==> src/rtl/mem_arb_pkg.sv <==
// Shared types and default widths for the IF/LSU unified-memory arbiter.
package mem_arb_pkg;

  localparam int unsigned ADDR_W_DEF     = 32;
  localparam int unsigned DATA_W_DEF     = 32;
  localparam int unsigned STARVE_MAX_DEF = 4;

  typedef enum logic [1:0] {
    IDLE = 2'd0,
    REQ  = 2'd1,
    RSP  = 2'd2,
    DONE = 2'd3
  } arb_state_e;

  typedef enum logic {
    OWN_IF  = 1'b0,
    OWN_LSU = 1'b1
  } arb_owner_e;

endpackage

==> src/rtl/mem_arbiter.sv <==
// Arbitrates one single-port memory between instruction fetch and the LSU.
// One transaction at a time; LSU has priority, IF starvation is bounded.
module mem_arbiter
  import mem_arb_pkg::*;
#(
  parameter int unsigned ADDR_W     = ADDR_W_DEF,
  parameter int unsigned DATA_W     = DATA_W_DEF,
  parameter int unsigned STARVE_MAX = STARVE_MAX_DEF
) (
  input  logic                clk,
  input  logic                rst_n,
  input  logic                if_req,
  input  logic [ADDR_W-1:0]   if_addr,
  input  logic                if_flush,
  output logic [DATA_W-1:0]   if_rdata,
  output logic                if_valid,
  input  logic                lsu_req,
  input  logic                lsu_we,
  input  logic [DATA_W/8-1:0] lsu_mask,
  input  logic [ADDR_W-1:0]   lsu_addr,
  input  logic [DATA_W-1:0]   lsu_wdata,
  output logic [DATA_W-1:0]   lsu_rdata,
  output logic                lsu_valid,
  output logic                mem_req,
  output logic                mem_we,
  output logic [DATA_W/8-1:0] mem_mask,
  output logic [ADDR_W-1:0]   mem_addr,
  output logic [DATA_W-1:0]   mem_wdata,
  input  logic                mem_gnt,
  input  logic                mem_rvalid,
  input  logic [DATA_W-1:0]   mem_rdata,
  output logic                stall_if,
  output logic                stall_mem
);

  localparam int unsigned MASK_W = DATA_W / 8;
  localparam int unsigned CNT_W  = $clog2(STARVE_MAX + 1);

  arb_state_e         state_q, state_d;
  arb_owner_e         owner_q, owner_d;
  logic               drop_q, drop_d;
  logic [CNT_W-1:0]   starve_cnt_q, starve_cnt_d;
  logic               mem_req_q, mem_req_d;
  logic               mem_we_q, mem_we_d;
  logic [MASK_W-1:0]  mem_mask_q, mem_mask_d;
  logic [ADDR_W-1:0]  mem_addr_q, mem_addr_d;
  logic [DATA_W-1:0]  mem_wdata_q, mem_wdata_d;
  logic [DATA_W-1:0]  if_rdata_q, if_rdata_d;
  logic [DATA_W-1:0]  lsu_rdata_q, lsu_rdata_d;
  logic               if_valid_q, if_valid_d;
  logic               lsu_valid_q, lsu_valid_d;

  logic lsu_win_c;
  logic if_win_c;
  logic flush_hit_c;

  // IDLE arbitration: LSU first unless IF has waited through STARVE_MAX LSU grants
  assign lsu_win_c   = lsu_req & (~if_req | if_flush | (starve_cnt_q < CNT_W'(STARVE_MAX)));
  assign if_win_c    = ~lsu_win_c & if_req & ~if_flush;
  assign flush_hit_c = if_flush & (owner_q == OWN_IF);

  // State register
  always_ff @(posedge clk or negedge rst_n) begin
    if (!rst_n) state_q <= IDLE;
    else        state_q <= state_d;
  end

  // Next-state logic
  always_comb begin
    state_d = state_q;
    case (state_q)
      IDLE: if (lsu_win_c | if_win_c) state_d = REQ;
      REQ:  if (mem_gnt)              state_d = RSP;
      RSP:  if (mem_rvalid)           state_d = DONE;
      DONE:                           state_d = IDLE;
      default:                        state_d = IDLE;
    endcase
  end

  // Output / datapath next values; a flushed fetch still finishes on the memory side
  always_comb begin
    owner_d      = owner_q;
    drop_d       = drop_q;
    starve_cnt_d = starve_cnt_q;
    mem_req_d    = mem_req_q;
    mem_we_d     = mem_we_q;
    mem_mask_d   = mem_mask_q;
    mem_addr_d   = mem_addr_q;
    mem_wdata_d  = mem_wdata_q;
    if_rdata_d   = if_rdata_q;
    lsu_rdata_d  = lsu_rdata_q;
    if_valid_d   = 1'b0;
    lsu_valid_d  = 1'b0;
    case (state_q)
      IDLE: begin
        drop_d = 1'b0;
        if (lsu_win_c) begin
          owner_d     = OWN_LSU;
          mem_req_d   = 1'b1;
          mem_we_d    = lsu_we;
          mem_mask_d  = lsu_mask;
          mem_addr_d  = lsu_addr;
          mem_wdata_d = lsu_wdata;
          if (!if_req)                                starve_cnt_d = '0;
          else if (starve_cnt_q != CNT_W'(STARVE_MAX)) starve_cnt_d = starve_cnt_q + CNT_W'(1);
        end else if (if_win_c) begin
          owner_d      = OWN_IF;
          mem_req_d    = 1'b1;
          mem_we_d     = 1'b0;
          mem_mask_d   = '1;
          mem_addr_d   = if_addr;
          mem_wdata_d  = '0;
          starve_cnt_d = '0;
        end
      end
      REQ: begin
        if (flush_hit_c) drop_d = 1'b1;
        if (mem_gnt)     mem_req_d = 1'b0;
      end
      RSP: begin
        if (flush_hit_c) drop_d = 1'b1;
        if (mem_rvalid) begin
          if (owner_q == OWN_LSU) begin
            lsu_rdata_d = mem_rdata;
            lsu_valid_d = 1'b1;
          end else begin
            if_rdata_d = mem_rdata;
            if_valid_d = ~drop_q & ~if_flush;
          end
        end
      end
      DONE:    drop_d = 1'b0;
      default: drop_d = 1'b0;
    endcase
  end

  // Datapath and output registers
  always_ff @(posedge clk or negedge rst_n) begin
    if (!rst_n) begin
      owner_q      <= OWN_IF;
      drop_q       <= 1'b0;
      starve_cnt_q <= '0;
      mem_req_q    <= 1'b0;
      mem_we_q     <= 1'b0;
      mem_mask_q   <= '0;
      mem_addr_q   <= '0;
      mem_wdata_q  <= '0;
      if_rdata_q   <= '0;
      lsu_rdata_q  <= '0;
      if_valid_q   <= 1'b0;
      lsu_valid_q  <= 1'b0;
    end else begin
      owner_q      <= owner_d;
      drop_q       <= drop_d;
      starve_cnt_q <= starve_cnt_d;
      mem_req_q    <= mem_req_d;
      mem_we_q     <= mem_we_d;
      mem_mask_q   <= mem_mask_d;
      mem_addr_q   <= mem_addr_d;
      mem_wdata_q  <= mem_wdata_d;
      if_rdata_q   <= if_rdata_d;
      lsu_rdata_q  <= lsu_rdata_d;
      if_valid_q   <= if_valid_d;
      lsu_valid_q  <= lsu_valid_d;
    end
  end

  assign mem_req   = mem_req_q;
  assign mem_we    = mem_we_q;
  assign mem_mask  = mem_mask_q;
  assign mem_addr  = mem_addr_q;
  assign mem_wdata = mem_wdata_q;
  assign if_rdata  = if_rdata_q;
  assign if_valid  = if_valid_q;
  assign lsu_rdata = lsu_rdata_q;
  assign lsu_valid = lsu_valid_q;

  // Pipeline holds release in the valid-pulse cycle; forced low during reset
  assign stall_if  = rst_n & if_req & ~if_valid_q & ~if_flush;
  assign stall_mem = rst_n & lsu_req & ~lsu_valid_q;

endmodule

==> config.mk <==
export PLATFORM = sky130hd
export DESIGN_NAME = mem_arbiter
export DESIGN_NICKNAME = d
export VERILOG_FILES = /design/src/rtl/mem_arb_pkg.sv /design/src/rtl/mem_arbiter.sv
export SDC_FILE = /design/constraint.sdc
export NUM_CORES = 1
export LEC_CHECK = 0
export CORE_UTILIZATION = 45
export DETAILED_ROUTE_END_ITERATION = 12
export DONT_BUFFER_PORTS = 1
export SLEW_MARGIN = 20
export SYNTH_ARGS = -nofsm -noshare
export SYNTH_HDL_FRONTEND = slang
export SYNTH_SLANG_ARGS = --single-unit
==> constraint.sdc <==
create_clock -name clk -period 5.2 [get_ports clk]
set_clock_uncertainty 0.2 [all_clocks]
set_input_delay 0.78 -clock clk [delete_from_list [all_inputs] [get_ports clk]]
set_output_delay 0.78 -clock clk [all_outputs]
set_load 0.01 [all_outputs]
==> results of run 1 <==
cell type report:
cell class | instances | area, um^2 | share of cell area [%]
Clock inverter | 10 | 159 | 2.38
Tap cell | 172 | 215 | 3.22
Clock buffer | 22 | 474 | 7.10
Sequential cell | 143 | 3580 | 53.6
Timing Repair Buffer | 5 | 57.6 | 0.862
Inverter | 9 | 33.8 | 0.506
Multi-Input combinational cell | 270 | 2160 | 32.3
timing repair:
item                                    CTS  global route
gates resized for setup                   0             0
endpoints found under the hold margin   143             0
endpoints found under the setup margin    0             0
hold buffers                              1             0
critical path, cell delays in order, from the launching register on:
cell	delay, ns
dfrtp_1	0.40
inv_1	0.11
ha_1	0.30
o21a_2	0.72
o21ai_1	0.19
mux2_2	0.31
power by group:
group          internal (mW)  total (mW)  switching, mW
clock                  0.839        1.28          0.446
sequential              1.66        2.30          0.647
combinational          0.559        1.07          0.512
total                   3.05        4.66           1.60
flip-flops by register name (all words and copies together) (netlist names), 2 cells and up:
signal        count
mem_wdata        32
state_q           2
mem_mask          4
if_rdata         32
starve_cnt_q      3
mem_addr         32
lsu_rdata        32
metal layers:
layer	routed length [um]	GRT usage, %	vias up
met5	0	0	-
met4	226	8.35	0
met3	1660	9.50	17
met2	6740	32.3	174
met1	4880	20.1	1722
li1	-	-	1567
how the worst max path moves through the flow:
stage | slack (ns) | end | startpoint | cells after the start
2_1_floorplan | 3.03 | stall_if | if_req | 2
3_3_place_gp | 2.62 | mem_mask[0]$_DFFE_PN0P_ | if_flush | 4
3_5_place_dp | 2.56 | mem_mask[2]$_DFFE_PN0P_ | if_flush | 4
4_1_cts | 2.84 | starve_cnt_q[0]$_DFFE_PN0P_ | state_q[0]$_DFFE_PN0P_ | 5
5_1_grt | 2.69 | starve_cnt_q[0]$_DFFE_PN0P_ | state_q[1]$_DFFE_PN0P_ | 5
6_report | 2.85 | starve_cnt_q[0]$_DFFE_PN0P_ | state_q[0]$_DFFE_PN0P_ | 5
logic make-up after synthesis:
group	synth area share (%)
compound gates	16.5
fa+ha+maj	1.27
buf+inv	3.34
flops	60.4
mux	12.5
simple gates	6.00
placed cells by master (no fill, tap or decap), types with 2 or more instances in the layout:
master	n
clkinv_2	3
nand2_1	39
a21oi_2	60
nand3b_1	2
a22o_1	34
buf_4	4
nor2_1	33
clkbuf_8	3
dfrtp_1	143
mux2_2	65
clkbuf_1	2
clkinvlp_4	2
ha_1	6
clkbuf_16	17
o22a_1	4
inv_1	8
a21oi_1	8
bufinv_16	4
==> results.sh, run 1 <==
export IMPL_syn2layout_area_growth_pct=12.7
export IMPL_grt_pass1_vias=3593
export IMPL_yosysUniqueCellTypes=35
export IMPL_final_cell_area_mm2=0.00668
export IMPL_fmax_mhz=425
export IMPL_diodes=0
export IMPL_core_mm2=0.0127
export IMPL_maxCapViolations=0
export IMPL_num_io_pins=278
export IMPL_crit_fanout=40
export IMPL_drtAntennaViolNets=0
export IMPL_vias_per_cell=5.52
export IMPL_end_kind="flip-flop"
export IMPL_drive_gt1_share_pct=36.8
export IMPL_whs_ns=0.166
export IMPL_slew_viol_final=0
export IMPL_status="complete, no violations"
export IMPL_ys_async_sr_fraction_pct=100
export IMPL_relSlewSlack_pct=31.9
export IMPL_synth_fp_nets=595
export IMPL_rows=41
export IMPL_start_util_pct=46.6
export IMPL_syn_area_mm2=0.00592
export IMPL_worst_ep_arrival_time_ns=2.45
export IMPL_fp_dieH_um=117
export IMPL_nets=592
export IMPL_die_width_um=117
export IMPL_r2r_start="state_q[0]$_DFFE_PN0P_"
export IMPL_cts_tree="done"
export IMPL_worst_slack_ns=2.85
export IMPL_synthFlopType="dfrtp_1"
export IMPL_ys_seq_area_share_pct=60.4
export IMPL_synth_common_cells="dfrtp_1 (143), mux2_2 (65), a21oi_2 (60)"
export IMPL_grt_first_pass_wirelength_um=19000
export IMPL_clock_path_buffers=2
export IMPL_critical_path_class="reg2reg"
export IMPL_fp_dieArea_mm2=0.0136
export IMPL_hold_viol_final=0
export IMPL_wire_per_inst_um=21.4
export IMPL_postSynthCellCount=449
export IMPL_pre_cts_ws_ns=2.56
export IMPL_synth_seq_cells=143
export IMPL_dpl_instance_area_mm2=0.00601
export IMPL_hold_class="in2async"
export IMPL_rsz0062_at_grt="no"
export IMPL_finalWirelength_um=13500
export IMPL_drt_iter0_markers=138
export IMPL_tns_ns=0
export IMPL_fin_crit_sh_pct=45.3
export IMPL_grt_max_degree=144
export IMPL_ir_drop_mv=0.292
export IMPL_clkSinkCount=143
export IMPL_p_per_area_mw_per_mm2=698
export IMPL_cp_required_ns=5.29
export IMPL_final_util_pct=52.5
export IMPL_yosysMostFrequentCell="dfrtp_1"
export IMPL_firstDrtPassIters=4
export IMPL_power_mw=4.66
export IMPL_synth_avg_cell_area_um2=13.2
export IMPL_fillers=1112
export IMPL_drc=0
export IMPL_grt_ovfl_total=0
export IMPL_synth_edff_count=0
export IMPL_fin_cells=631
export IMPL_synthTopCellsByArea="dfrtp_1 (60%), mux2_2 (12%), a21oi_2 (8.9%), a22o_1 (5.0%), nand2_1 (2.5%)"
export IMPL_clk_insertion_delay_late_ns=0.41
export IMPL_num_vias=3480
export IMPL_port_buffers=0
export IMPL_fin_crit_ns=2.35
export IMPL_clkTransAtPathRegs_ns=0.06
export IMPL_tightest_slew_ns=1.02
export IMPL_synth_top_area_share_pct=60.4
export IMPL_rrSetupSlack_ns=2.85
export IMPL_rr_endpoint="starve_cnt_q[0]$_DFFE_PN0P_"
export IMPL_setup_viol=0
export IMPL_ys_warn_count=0
export IMPL_cts_root_buf="clkbuf_16"
export IMPL_htree_levels=4
export IMPL_critPathLaunchType="flip-flop"
export IMPL_post_cts_buffers=0
export IMPL_track_usage_pct=19.1
export IMPL_gp_congestion=0.763
export IMPL_r2r_cells=5
export IMPL_dpl_hpwl_um=9150
export IMPL_cts_buffers=17
export IMPL_leakagePower_nw=2.86
export IMPL_yosysTopAreaCell="dfrtp_1"
export IMPL_dp_cells=598
export IMPL_antenna_found_initial=0
(Power assumes the default switching activity.)
==> run 2: changes to the inputs <==
Clock period 5.2 ns to 2.1 ns, I/O delays scaled along.
==> run 2 against run 1 <==
Synthesized cell count stayed put. The flow now stops in clock tree synthesis. Synthesized area unchanged.
==> results.sh, run 2 <==
export IMPL_die_width_um=117
export IMPL_fp_dieH_um=117
export IMPL_synth_compound_area_share_pct=16.5
export IMPL_ys_warn_count=0
export IMPL_num_io_pins=278
export IMPL_yosysUniqueCellTypes=35
export IMPL_cts_root_buf="clkbuf_16"
export IMPL_synthTopCellsByArea="dfrtp_1 (60%), mux2_2 (12%), a21oi_2 (8.9%), a22o_1 (5.0%), nand2_1 (2.5%)"
export IMPL_ys_async_sr_fraction_pct=100
export IMPL_post_cts_buffers=0
export IMPL_postSynthCellCount=449
export IMPL_start_util_pct=46.6
export IMPL_synth_top_area_share_pct=60.4
export IMPL_failed_stage="clock tree synthesis"
export IMPL_syn_area_mm2=0.00592
export IMPL_synth_common_cells="dfrtp_1 (143), mux2_2 (65), a21oi_2 (60)"
export IMPL_clock_path_buffers=2
export IMPL_clkSinkCount=143
export IMPL_gp_congestion=0.739
export IMPL_htree_levels=4
export IMPL_synth_fp_nets=595
export IMPL_ys_seq_area_share_pct=60.4
export IMPL_hold_buffers=128
export IMPL_synth_edff_count=0
export IMPL_muxShareOfSynthArea_pct=12.5
export IMPL_ctsResizeCount=0
export IMPL_synthSimpleGateAreaFrac_pct=6.00
export IMPL_dp_cells=605
export IMPL_synth_fa_ha_area_share_pct=1.27
export IMPL_synth_xor_area_share_pct=0
export IMPL_dpl_hpwl_um=8990
export IMPL_rows=41
export IMPL_port_buffers=0
export IMPL_synth_avg_cell_area_um2=13.2
export IMPL_yosysTopAreaCell="dfrtp_1"
export IMPL_yosysMostFrequentCell="dfrtp_1"
export IMPL_status="stopped before the end"
export IMPL_synthFlopType="dfrtp_1"
export IMPL_tool_error="[ERROR RSZ-0060] Max buffer count reached."
export IMPL_cts_buffers=17
export IMPL_synth_seq_cells=143
export IMPL_synth_top_family_by_area="compound AO/OA/AOI/OAI gates"
## run 2: cell counts after synthesis
No cell type changed its count.
## run 2: per-stage QoR
stage / hold WS [ns] / worst slack, ns / area (um^2) / utilization (%)
detailed placement: -0.178 / 0.183 / 6130 / 48.2
global placement: -0.178 / 0.262 / 6130 / 48.2
floorplan: -0.181 / 0.329 / 5920 / -
## run 2: cell families after synthesis
kind of cell / after synthesis
AO/OA/AOI/OAI: 115
multiplexers: 66
buffers and inverters: 36
AND/OR/NAND/NOR: 83
flip-flops: 143
adder cells (fa/ha/maj): 6
==> run 3: changes to the inputs <==
Settings changed: CORE_UTILIZATION 45 to 30, PLACE_DENSITY_LB_ADDON set to 0.15.
Clock period 2.1 ns to 2.7 ns, I/O delays scaled along.
==> run 3 against run 2 <==
The flow now finishes, with violations (hold timing).
==> results.sh, run 3 (synthesis results as in run 1) <==
export IMPL_status="finished, violations left"
export IMPL_violations="hold timing"
export IMPL_port_buffers=0
export IMPL_cp_required_ns=2.84
export IMPL_rr_endpoint="mem_addr[1]$_DFFE_PN0P_"
export IMPL_drt_iter0_markers=103
export IMPL_cts_buffers=17
export IMPL_finalWirelength_um=15700
export IMPL_wire_per_inst_um=18.2
export IMPL_mostFrequentLayoutCells="dfrtp_1 (143), dlygate4sd3_1 (133), mux2_2 (65)"
export IMPL_cp_slowest_cell="dlygate4sd3_1"
export IMPL_startpoint="state_q[0]$_DFFE_PN0P_"
export IMPL_critical_path_top_delay_family="buffers and inverters"
export IMPL_r2r_start="state_q[0]$_DFFE_PN0P_"
export IMPL_ctsResizeCount=0
export IMPL_grt_pass1_vias=4479
export IMPL_die_width_um=143
export IMPL_clk_insertion_delay_late_ns=0.41
export IMPL_rrSetupSlack_ns=0.20
export IMPL_cp_num_cells=7
export IMPL_tns_ns=0
export IMPL_drc=0
export IMPL_fin_crit_ns=2.50
export IMPL_fin_crit_sh_pct=92.5
export IMPL_clock_path_buffers=2
export IMPL_rows=51
export IMPL_fillers=1862
export IMPL_leakagePower_nw=3.38
export IMPL_critical_path_class="reg2reg"
export IMPL_critPathLaunchType="flip-flop"
export IMPL_clkSinkCount=143
export IMPL_hold_viol_final=143
export IMPL_fmax_mhz=400
export IMPL_cts_root_buf="clkbuf_16"
export IMPL_antenna_found_initial=0
export IMPL_crit_chain="inv_1 -> ha_1 -> o21ai_4 -> buf_12 -> a21oi_1 -> a21oi_1 -> dlygate4sd3_1"
export IMPL_rsz0062_at_grt="no"
export IMPL_track_usage_pct=15.5
export IMPL_gp_congestion=0.716
export IMPL_drive_gt1_share_pct=29.1
export IMPL_multiInputGateArea_mm2=0.00216
export IMPL_fp_dieArea_mm2=0.0203
export IMPL_crit_end="mem_addr[1]$_DFFE_PN0P_"
export IMPL_crit_fanout=43
export IMPL_htree_levels=4
export IMPL_hold_buffers=133
export IMPL_p_per_area_mw_per_mm2=1160
export IMPL_drtAntennaViolNets=0
export IMPL_start_util_pct=30.5
export IMPL_end_kind="flip-flop"
export IMPL_diodes=0
export IMPL_final_util_pct=41.7
export IMPL_worst_ep_arrival_time_ns=2.64
export IMPL_vias_per_cell=4.75
export IMPL_cp_common_cell="a21oi_1"
export IMPL_syn2layout_area_growth_pct=36.6
export IMPL_grt_first_pass_wirelength_um=23900
export IMPL_post_cts_buffers=0
export IMPL_num_io_pins=278
export IMPL_slowest_delay_ns=0.56
export IMPL_tightest_slew_ns=0.774
export IMPL_hold_class="in2async"
export IMPL_critPathBufInv=3
export IMPL_slew_viol_final=0
export IMPL_ir_drop_mv=0.498
export IMPL_grt_max_degree=146
export IMPL_num_vias=4079
export IMPL_clkTransAtPathRegs_ns=0.06
export IMPL_fp_dieH_um=143
export IMPL_r2r_cells=7
export IMPL_relSlewSlack_pct=48.3
export IMPL_area_sequential_mm2=0.00358
export IMPL_cts_tree="done"
export IMPL_dpl_hpwl_um=9760
export IMPL_maxCapViolations=0
export IMPL_grt_ovfl_total=0
export IMPL_whs_ns=-0.512
export IMPL_final_common_cell="dfrtp_1"
export IMPL_firstDrtPassIters=4
export IMPL_setup_viol=0
export IMPL_nets=727
export IMPL_core_mm2=0.0194
==> run 3: stage by stage <==
| stage | total power [mW] | instance area (um^2) | setup slack (ns) | instances |
|---|---|---|---|---|
| floorplan | 5.98 | 5920 | 0.929 | 449 |
| global placement | 6.49 | 6180 | 0.624 | 694 |
| detailed placement | 6.56 | 6180 | 0.590 | 694 |
| CTS | 9.48 | 8100 | 0.205 | 859 |
| global route | 10.0 | 8100 | 0.0809 | 859 |
| finish | 9.39 | 8100 | 0.202 | 859 |
==> run 3: worst min-delay path by stage <==
stage	start	to	slack [ns]	depth (start not counted)
after floorplan	rst_n	drop_q$_DFFE_PN0P_	-0.09	0
after global placement	rst_n	mem_wdata[25]$_DFFE_PN0P_	-0.09	0
after detailed placement	rst_n	mem_wdata[25]$_DFFE_PN0P_	-0.09	0
after CTS	rst_n	mem_wdata[26]$_DFFE_PN0P_	-0.54	0
after global routing	rst_n	mem_wdata[27]$_DFFE_PN0P_	-0.55	0
final	rst_n	mem_wdata[29]$_DFFE_PN0P_	-0.51	0
==> run 3: layout make-up <==
type / count / area share (%)
Sequential cell: 143 / 44.2
Timing Repair Buffer: 140 / 17.4
Tap cell: 265 / 4.10
Clock inverter: 12 / 1.53
Clock buffer: 20 / 5.64
Multi-Input combinational cell: 270 / 26.7
Inverter: 9 / 0.417
==> run 3: power by group <==
group	total (mW)	switching, mW	internal, mW
Combinational	2.64	1.07	1.57
Sequential	4.44	1.25	3.19
Clock	2.31	0.973	1.34
Total	9.39	3.30	6.09
==> run 3: metal layers <==
layer / global-route usage [%] / routed length (um) / vias up / part of all wire (%)
li1: - / - / 1840 / -
met1: 16.7 / 5920 / 2031 / 38
met2: 27.0 / 7800 / 195 / 50
met3: 7.30 / 1790 / 13 / 11
met4: 4.87 / 161 / 0 / 1.0
met5: 0 / 0 / - / 0
==> run 4: changes to the inputs <==
Settings changed: PLACE_DENSITY_LB_ADDON 0.15 to 0.05.
==> run 4 against run 3 <==
The flow still finishes with violations (hold timing). Final cell count increased by 0.23%. Largest power group unchanged. Non-clock buffer count increased by 3. Die area unchanged. Critical path type unchanged. Sequential power about the same. Largest cell class unchanged. Global-route usage decreased by 0.15 points. Maximum frequency decreased by 1.7%. Clock power increased by 6%.
==> results.sh, run 4 (synthesis results as in run 1) <==
export IMPL_port_buffers=0
export IMPL_htree_levels=4
export IMPL_cts_buffers=17
export IMPL_firstDrtPassIters=4
export IMPL_fin_crit_sh_pct=94.1
export IMPL_die_width_um=143
export IMPL_ir_drop_mv=0.481
export IMPL_startpoint="state_q[0]$_DFFE_PN0P_"
export IMPL_slew_viol_final=0
export IMPL_worst_ep_arrival_time_ns=2.69
export IMPL_fp_dieH_um=143
export IMPL_num_vias=4056
export IMPL_worst_slack_ns=0.158
export IMPL_p_per_area_mw_per_mm2=1170
export IMPL_dpl_hpwl_um=9750
export IMPL_relSlewSlack_pct=55.4
export IMPL_drtAntennaViolNets=0
export IMPL_hold_class="in2async"
export IMPL_final_util_pct=42.1
export IMPL_fp_dieArea_mm2=0.0203
export IMPL_vias_per_cell=4.71
export IMPL_cp_required_ns=2.85
export IMPL_clkSinkCount=143
export IMPL_maxCapViolations=0
export IMPL_antenna_found_initial=0
export IMPL_clk_insertion_delay_late_ns=0.41
export IMPL_track_usage_pct=15.4
export IMPL_finalWirelength_um=15400
export IMPL_rsz0062_at_grt="no"
export IMPL_start_util_pct=30.5
export IMPL_grt_ovfl_total=0
export IMPL_whs_ns=-0.518
export IMPL_drive_gt1_share_pct=29.0
export IMPL_mostFrequentLayoutCells="dfrtp_1 (143), dlygate4sd3_1 (135), mux2_2 (65)"
export IMPL_critPathLaunchType="flip-flop"
export IMPL_end_kind="flip-flop"
export IMPL_hold_buffers=135
export IMPL_clock_path_buffers=2
export IMPL_final_cell_area_mm2=0.00816
export IMPL_diodes=0
export IMPL_core_mm2=0.0194
export IMPL_fin_crit_ns=2.54
export IMPL_tns_ns=0
export IMPL_clkTransAtPathRegs_ns=0.06
export IMPL_grt_pass1_vias=4353
export IMPL_cts_tree="done"
export IMPL_grt_max_degree=146
export IMPL_drt_iter0_markers=145
export IMPL_violations="hold timing"
export IMPL_pre_cts_ws_ns=0.574
export IMPL_gp_congestion=0.712
export IMPL_crit_fanout=65
export IMPL_syn2layout_area_growth_pct=37.8
export IMPL_wire_per_inst_um=17.9
export IMPL_cts_root_buf="clkbuf_16"
export IMPL_final_common_cell="dfrtp_1"
export IMPL_setup_viol=0
export IMPL_num_io_pins=278
export IMPL_hold_viol_final=143
export IMPL_drc=0
export IMPL_r2r_start="state_q[0]$_DFFE_PN0P_"
export IMPL_dpl_instance_area_mm2=0.00619
export IMPL_post_cts_buffers=0
export IMPL_nets=730
export IMPL_status="finished, violations left"
export IMPL_tightest_slew_ns=0.669
export IMPL_fmax_mhz=393
export IMPL_rows=51
export IMPL_critical_path_class="reg2reg"
export IMPL_grt_first_pass_wirelength_um=23800
export IMPL_leakagePower_nw=3.41
==> run 4: cell count changes in the layout (fill, tap and decap cells not counted) <==
cell	previous run	this run
bufinv_16	1	4
clkinv_4	1	2
inv_8	1	0
clkbuf_8	2	0
clkinvlp_4	4	3
clkinv_2	0	2
buf_6	0	1
inv_6	5	2
dlygate4sd3_1	133	135
==> run 4: layer usage <==
metal	vias to the layer above	share of wire (%)	global-route usage, %
met5	-	0	0
met4	0	0.77	4.24
met3	7	10	7.37
met2	171	50	26.0
met1	2031	39	17.3
li1	1847	-	-
==> run 4: area by class of cell <==
type,count,area (um^2)
clock inverter,13,188
sequential,143,3580
timing repair buffer,143,1440
tap,265,332
fill,1866,11200
inverter,9,33.8
clock buffer,18,429
multi-input combinational,270,2160
==> run 4: final timing paths <==
| path | to | slack (ns) | cells after the start |
|---|---|---|---|
| min reg2reg | if_valid$_DFF_PN0_ | 0.24 | 1 |
| min in group clk | drop_q$_DFFE_PN0P_ | 0.04 | 2 |
| max in group asynchronous | lsu_rdata[24]$_DFFE_PN0P_ | 2.42 | 0 |
| max | mem_addr[0]$_DFFE_PN0P_ | 0.16 | 7 |
| max reg2reg | mem_addr[0]$_DFFE_PN0P_ | 0.16 | 7 |
| min | mem_addr[18]$_DFFE_PN0P_ | -0.52 | 0 |
==> run 4: critical path: stages (launching register included) <==
cell and delay (ns):
dfrtp_1 0.36, inv_1 0.08, ha_1 0.27, o21ai_4 0.11
buf_6 0.52, a21oi_1 0.12, a21oi_1 0.19, dlygate4sd3_1 0.56
==> run 4: through the flow <==
stage	instances	power (mW)
2_1_floorplan	449	5.98
3_3_place_gp	695	6.50
3_5_place_dp	695	6.57
4_1_cts	861	9.66
5_1_grt	861	10.1
6_report	861	9.53
==> run 4: power breakdown <==
| group | internal (mW) | leakage (nW) | switching (mW) |
|---|---|---|---|
| Clock | 1.55 | 0.293 | 0.918 |
| Sequential | 3.19 | 1.71 | 1.25 |
| Combinational | 1.58 | 1.41 | 1.05 |
| Total | 6.31 | 3.41 | 3.22 |
==> run 4: repair_timing <==
action                     in CTS  in global routing
resized for setup               0                  1
setup endpoints to repair       0                 32
hold endpoints to repair      278                143
